<file path="src/rtl/movegen_scan.sv">
// movegen_scan: steps the move-generator square array through each side-to-move
// piece, snapshots the returned target bitmap and serialises the resulting
// (from, to) pairs through a show-ahead valid/ready FIFO.
// Optional feature macro: MOVEGEN_SCAN_ABORT_EN (honours i_abort when defined).
module movegen_scan #(
  parameter  int unsigned FILES = 8,
  parameter  int unsigned RANKS = 8,
  parameter  int unsigned DEPTH = 8,
  parameter  int unsigned CNT_W = 8,
  localparam int unsigned NSQ   = FILES * RANKS,
  localparam int unsigned SQ_W  = (NSQ > 1) ? $clog2(NSQ) : 1
) (
  input  logic             clk,
  input  logic             rst_n,
  input  logic             start,
  input  logic [NSQ-1:0]   i_src,
  output logic [NSQ-1:0]   o_emit,
  input  logic [NSQ-1:0]   i_target,
  input  logic             i_abort,
  output logic             busy,
  output logic             done,
  output logic             out_valid,
  input  logic             out_ready,
  output logic [SQ_W-1:0]  out_from,
  output logic [SQ_W-1:0]  out_to,
  output logic [CNT_W-1:0] out_count
);

  localparam int unsigned AW = $clog2(DEPTH);
  localparam int unsigned PW = AW + 1;

  typedef enum logic [2:0] {
    S_IDLE,
    S_SELECT,
    S_EMIT,
    S_DRAIN,
    S_FLUSH,
    S_DONE
  } state_t;

  typedef struct packed {
    logic [SQ_W-1:0] from;
    logic [SQ_W-1:0] to;
  } move_t;

  state_t          state;
  logic [NSQ-1:0]  src_mask;
  logic [NSQ-1:0]  tgt_mask;
  logic [SQ_W-1:0] cur_from;

  move_t           mem [DEPTH];
  logic [PW-1:0]   wr_ptr;
  logic [PW-1:0]   rd_ptr;

  logic            abort_c;
  logic            fifo_full_c;
  logic            fifo_empty_c;
  logic            push_c;
  logic            pop_c;
  logic [PW-1:0]   occ_c;
  logic [PW-1:0]   wr_ptr_nx_c;
  logic [PW-1:0]   rd_ptr_nx_c;
  move_t           push_data_c;
  move_t           head_nx_c;

  // Index of the lowest set bit; zero for an empty mask.
  function automatic logic [SQ_W-1:0] lowest_idx(input logic [NSQ-1:0] m);
    logic [SQ_W-1:0] idx;
    idx = '0;
    for (int i = int'(NSQ) - 1; i >= 0; i--) begin
      if (m[i]) idx = SQ_W'(i);
    end
    return idx;
  endfunction

`ifdef MOVEGEN_SCAN_ABORT_EN
  assign abort_c = i_abort && (state != S_IDLE);
`else
  logic unused_abort;
  assign unused_abort = i_abort;
  assign abort_c      = 1'b0;
`endif

  // FIFO status from the registered pointers; push is refused at full occupancy.
  assign occ_c        = wr_ptr - rd_ptr;
  assign fifo_full_c  = (occ_c == PW'(DEPTH));
  assign fifo_empty_c = (wr_ptr == rd_ptr);
  assign push_c       = (state == S_DRAIN) && (tgt_mask != '0) && !fifo_full_c && !abort_c;
  assign pop_c        = out_valid && out_ready;
  assign push_data_c  = {cur_from, lowest_idx(tgt_mask)};

  // Next pointers and next head entry, forwarding a push into an otherwise empty FIFO.
  always_comb begin
    wr_ptr_nx_c = wr_ptr + PW'(push_c);
    rd_ptr_nx_c = rd_ptr + PW'(pop_c);
    head_nx_c   = mem[rd_ptr_nx_c[AW-1:0]];
    if (push_c && (wr_ptr[AW-1:0] == rd_ptr_nx_c[AW-1:0])) begin
      head_nx_c = push_data_c;
    end
  end

  // FIFO storage write.
  always_ff @(posedge clk) begin
    if (push_c) begin
      mem[wr_ptr[AW-1:0]] <= push_data_c;
    end
  end

  // FIFO pointers and registered head outputs; abort empties the queue.
  always_ff @(posedge clk) begin
    if (!rst_n || abort_c) begin
      wr_ptr    <= '0;
      rd_ptr    <= '0;
      out_valid <= 1'b0;
      out_from  <= '0;
      out_to    <= '0;
    end else begin
      wr_ptr    <= wr_ptr_nx_c;
      rd_ptr    <= rd_ptr_nx_c;
      out_valid <= (wr_ptr_nx_c != rd_ptr_nx_c);
      if (wr_ptr_nx_c != rd_ptr_nx_c) begin
        out_from <= head_nx_c.from;
        out_to   <= head_nx_c.to;
      end
    end
  end

  // Scan sequencer: source select, array strobe, target expansion, completion.
  always_ff @(posedge clk) begin
    if (!rst_n) begin
      state     <= S_IDLE;
      src_mask  <= '0;
      tgt_mask  <= '0;
      cur_from  <= '0;
      o_emit    <= '0;
      busy      <= 1'b0;
      done      <= 1'b0;
      out_count <= '0;
    end else if (abort_c) begin
      state    <= S_IDLE;
      src_mask <= '0;
      tgt_mask <= '0;
      o_emit   <= '0;
      busy     <= 1'b0;
      done     <= 1'b0;
    end else begin
      done   <= 1'b0;
      o_emit <= '0;
      case (state)
        S_IDLE: begin
          if (start) begin
            src_mask  <= i_src;
            out_count <= '0;
            busy      <= 1'b1;
            state     <= S_SELECT;
          end
        end
        S_SELECT: begin
          if (src_mask == '0) begin
            state <= S_FLUSH;
          end else begin
            cur_from <= lowest_idx(src_mask);
            o_emit   <= src_mask & (~src_mask + NSQ'(1));
            src_mask <= src_mask & (src_mask - NSQ'(1));
            state    <= S_EMIT;
          end
        end
        S_EMIT: begin
          tgt_mask <= i_target;
          state    <= S_DRAIN;
        end
        S_DRAIN: begin
          if (tgt_mask == '0) begin
            state <= S_SELECT;
          end else if (push_c) begin
            tgt_mask <= tgt_mask & (tgt_mask - NSQ'(1));
            if (out_count != '1) out_count <= out_count + CNT_W'(1);
          end
        end
        S_FLUSH: begin
          if (fifo_empty_c) begin
            done  <= 1'b1;
            state <= S_DONE;
          end
        end
        S_DONE: begin
          busy  <= 1'b0;
          state <= S_IDLE;
        end
        default: begin
          busy  <= 1'b0;
          state <= S_IDLE;
        end
      endcase
    end
  end

endmodule

</file>
<file path="config.mk">
export PLATFORM = sky130hd
export DESIGN_NAME = movegen_scan
export DESIGN_NICKNAME = d
export VERILOG_FILES = /design/src/rtl/movegen_scan.sv
export SDC_FILE = /design/constraint.sdc
export NUM_CORES = 1
export LEC_CHECK = 0
export CAP_MARGIN = 10
export CORE_UTILIZATION = 35
export CTS_CLUSTER_DIAMETER = 80
export DETAILED_ROUTE_END_ITERATION = 10
export DONT_BUFFER_PORTS = 1
export RECOVER_POWER = 100
export SETUP_SLACK_MARGIN = 0.3
export SYNTH_ARGS = -nofsm -noshare
export SYNTH_HDL_FRONTEND = slang
export SYNTH_SLANG_ARGS = --single-unit
</file>
<file path="constraint.sdc">
create_clock -name clk -period 3.85 [get_ports clk]
set_input_delay 0.385 -clock clk [delete_from_list [all_inputs] [get_ports clk]]
set_output_delay 0.385 -clock clk [all_outputs]
set_load 0.05 [all_outputs]
</file>
==> impl_metrics.ini <==
[timing]
setup_viol = 0
layout_min_cycle_time_ps = 3550
maxSlewHeadroom_pct = 14.4
worst_slew_pin_slew_ps = 1270
hold_slack_ps = 23.8
tns_ps = 0
skew_ps = 48.8
fmax_ghz = 0.282
hold_violations = 0
rsz0062_at_grt = no
slew_viol_final = 0
finalCritPeriodShare_pct = 92.1

[global_routing]
overflow = 0
grt_pass1_wl_um = 76600
track_usage_pct = 21.8
grt_max_degree = 107
antenna_found_initial = 2
grt_pass1_vias = 13400

[synth]
avgSynthCellArea_um2 = 9.29
ys_warn_count = 0
syn_inst = 1670
seq_area_frac_synth_pct = 48.5
postSynthNetCount = 1811
synth_seq_cells = 328
synthDistinctLibCells = 82
ys.flop_type = dfxtp_1
synth_area_mm2 = 0.0155
async_flop_share_pct = 0
synth-edff-count = 96

[critical_path]
crit_path_start_kind = flop
critPathBufInv = 1
endpoint_kind = flop
path_class = reg -> reg
crit_fanout = 6
r2r_slack_ps = 300
arrival_ps = 3930
path_cells = nor4_1 -> nand4_1 -> nor4_1 -> or2_2 -> nor2_1 -> ha_1 -> ha_1 -> xnor2_2 -> xor2_1 -> nand4_1 -> buf_4 -> and2_0 -> nand2_1 -> o221ai_1
critPathSlowestCell = nor4_1
critical_path.top_delay_family = simple AND/OR/NAND/NOR gates
worstPathRequired_ps = 4230
critPathMaxStageDelay_ps = 520

[pwr]
power_uw = 9900
irDropWorstVdd_mv = 0.347
p_comb_share_pct = 19.0
seq_power_share_pct = 41.0
clkPwrFrac_pct = 40.0
p_leak_uw = 0.00679
p_per_area_mw_per_mm2 = 528
switching_share_pct = 30.1
p_int_uw = 6930
switching_power_uw = 2980

[cts]
cts_tree = done
cts_buffers = 40
cts_max_level = 2
cts_root_buf = clkbuf_16
clockBufferDepth = 3
clk_latency_ps = 570
clk_pin_slew_worst_paths_ps = 60
cts.sinks = 328

[placement]
place_inst = 2212
place.port_buffers = 0
hpwl_um = 33600
gp_congestion = 0.925

[floorplan]
die_h_um = 213
io-pin-count = 220
start_util_pct = 35.8
fp-row-count = 76
core_area_mm2 = 0.0434
die-area_mm2 = 0.0452
die_w_um = 213

[detailed_routing]
vias = 13800
drtIter0Drc = 1159
drt-total-wl_um = 50200
drc_errors = 0
first_pass_iters = 6
viasPerCell = 5.73
wl_per_cell_um = 20.9
drtAntennaViolNets = 0

[cells_and_area]
layoutNonFillerInstCount = 2402
drive_gt1_share_pct = 9.58
nets = 1928
final_util_pct = 43.3
area_growth_pct = 20.9

[run]
drv_cap = 0

[worst_hold_path]
min-delay-path-class = in -> reg

[outcome]
status = finished, final reports clean
-- flip-flops by register name, indices dropped and copies added (netlist names) --
signal and flops:
out_valid 1, cur_from 6, rd_ptr 4, state 3, wr_ptr 4, out_from 6
o_emit 64, tgt_mask 64, mem 96, out_to 6, out_count 8, src_mask 64
done 1, busy 1
-- kinds of logic (layout without fill, tap and decap cells) --
family                   count (synthesis)  count (layout)  synth area share [%]
buffers and inverters                  136             282                  3.80
AO/OA/AOI/OAI                          438             438                  18.2
XOR/XNOR                                21              21                  1.19
flip-flops                             328             328                  48.5
AND/OR/NAND/NOR                        703             703                  23.3
multiplexers                            36              36                  4.29
other                                    0               1                     0
adder cells (fa/ha/maj)                  8               8                 0.645
-- path summary, 6_finish.rpt --
path / start / endpoint / cells after the start
max: tgt_mask[24]$_SDFFE_PN0P_ / out_to[0]$_SDFFE_PN0P_ / 14
min: i_target[1] / tgt_mask[1]$_SDFFE_PN0P_ / 2
max reg2reg: tgt_mask[24]$_SDFFE_PN0P_ / out_to[0]$_SDFFE_PN0P_ / 14
min reg2reg: tgt_mask[25]$_SDFFE_PN0P_ / tgt_mask[25]$_SDFFE_PN0P_ / 2
-- cells in the final DEF (no fill, tap or decap), types with 32 or more instances in the layout --
master | Yosys | routed
nand2_1 | 196 | 197
dlygate4sd3_1 | 0 | 113
nand3_1 | 46 | 47
nor3_1 | 48 | 48
a21oi_1 | 84 | 84
inv_1 | 40 | 40
nor2_1 | 158 | 156
edfxtp_1 | 96 | 96
buf_4 | 5 | 32
dfxtp_1 | 232 | 232
nor4_1 | 55 | 47
and3_1 | 53 | 53
a21boi_0 | 44 | 59
clkbuf_16 | 0 | 43
o21ai_0 | 90 | 116
-- power by group through the flow --
stage,Sequential [uW],Combinational (uW),Clock [uW]
after detailed placement,4130,1760,0
final,4060,1880,3960
after floorplan,4050,1260,0
after global placement,4120,1740,0
after global routing,4090,2040,4170
after CTS,4050,1890,4030
-- metal layers --
metal  GRT usage (%)  wire length [um]  vias to the layer above
met2            35.7             23500                      623
met1            28.7             21300                     6609
met3            4.59              4000                      105
met5               0                13                        -
met4            6.97              1390                        2
li1                -                 -                     6429
-- per-stage QoR --
stage | setup slack, ps | instance area (um^2)
after CTS | 314 | 18800
after detailed placement | 254 | 16300
after floorplan | 324 | 15500
after global placement | 382 | 16300
after global routing | 160 | 18800
final | 303 | 18800
-- final cells by class --
class / instances / area [um^2]
antenna: 1 / 2.50
clock buffer: 57 / 1190
clock inverter: 14 / 199
fill: 4294 / 24600
inverter: 40 / 150
multi-input combinational: 1206 / 7430
sequential: 328 / 7530
tap: 585 / 732
timing repair buffer: 171 / 1530
-- Yosys cell counts (6+ instances only) --
cell type / count / area, um^2
a21boi_0: 44 / 330
a21boi_1: 39 / 293
a21oi_1: 84 / 420
a31oi_1: 30 / 188
a32o_1: 6 / 60.1
and2_1: 23 / 144
and3_1: 53 / 332
and4_1: 11 / 96.3
buf_6: 7 / 78.8
clkbuf_1: 75 / 282
dfxtp_1: 232 / 4640
edfxtp_1: 96 / 2880
ha_1: 8 / 100
inv_1: 40 / 150
mux2i_1: 8 / 80.1
mux4_2: 24 / 541
nand2_1: 196 / 736
nand2b_1: 14 / 87.6
nand3_1: 46 / 230
nand4_1: 14 / 87.6
nor2_1: 158 / 593
nor2b_1: 14 / 87.6
nor3_1: 48 / 240
nor3b_1: 9 / 67.6
nor4_1: 55 / 344
o211ai_1: 20 / 150
o21a_1: 7 / 52.6
o21ai_0: 90 / 450
o21ai_1: 36 / 180
o31a_1: 7 / 61.3
o31ai_1: 15 / 113
or2_2: 7 / 43.8
or4_1: 22 / 165
xnor2_1: 10 / 87.6
xor2_1: 11 / 96.3
-- repair_timing --
action / in CTS / in global routing
gates resized for setup: 1 / 15
setup endpoints to repair: 12 / 14
hold buffers: 113 / 1
pin swaps: 0 / 3
hold endpoints to repair: 136 / 1
cloned: 0 / 0
setup buffers: 2 / 2
No activity file was read; power rests on OpenSTA's default activity.
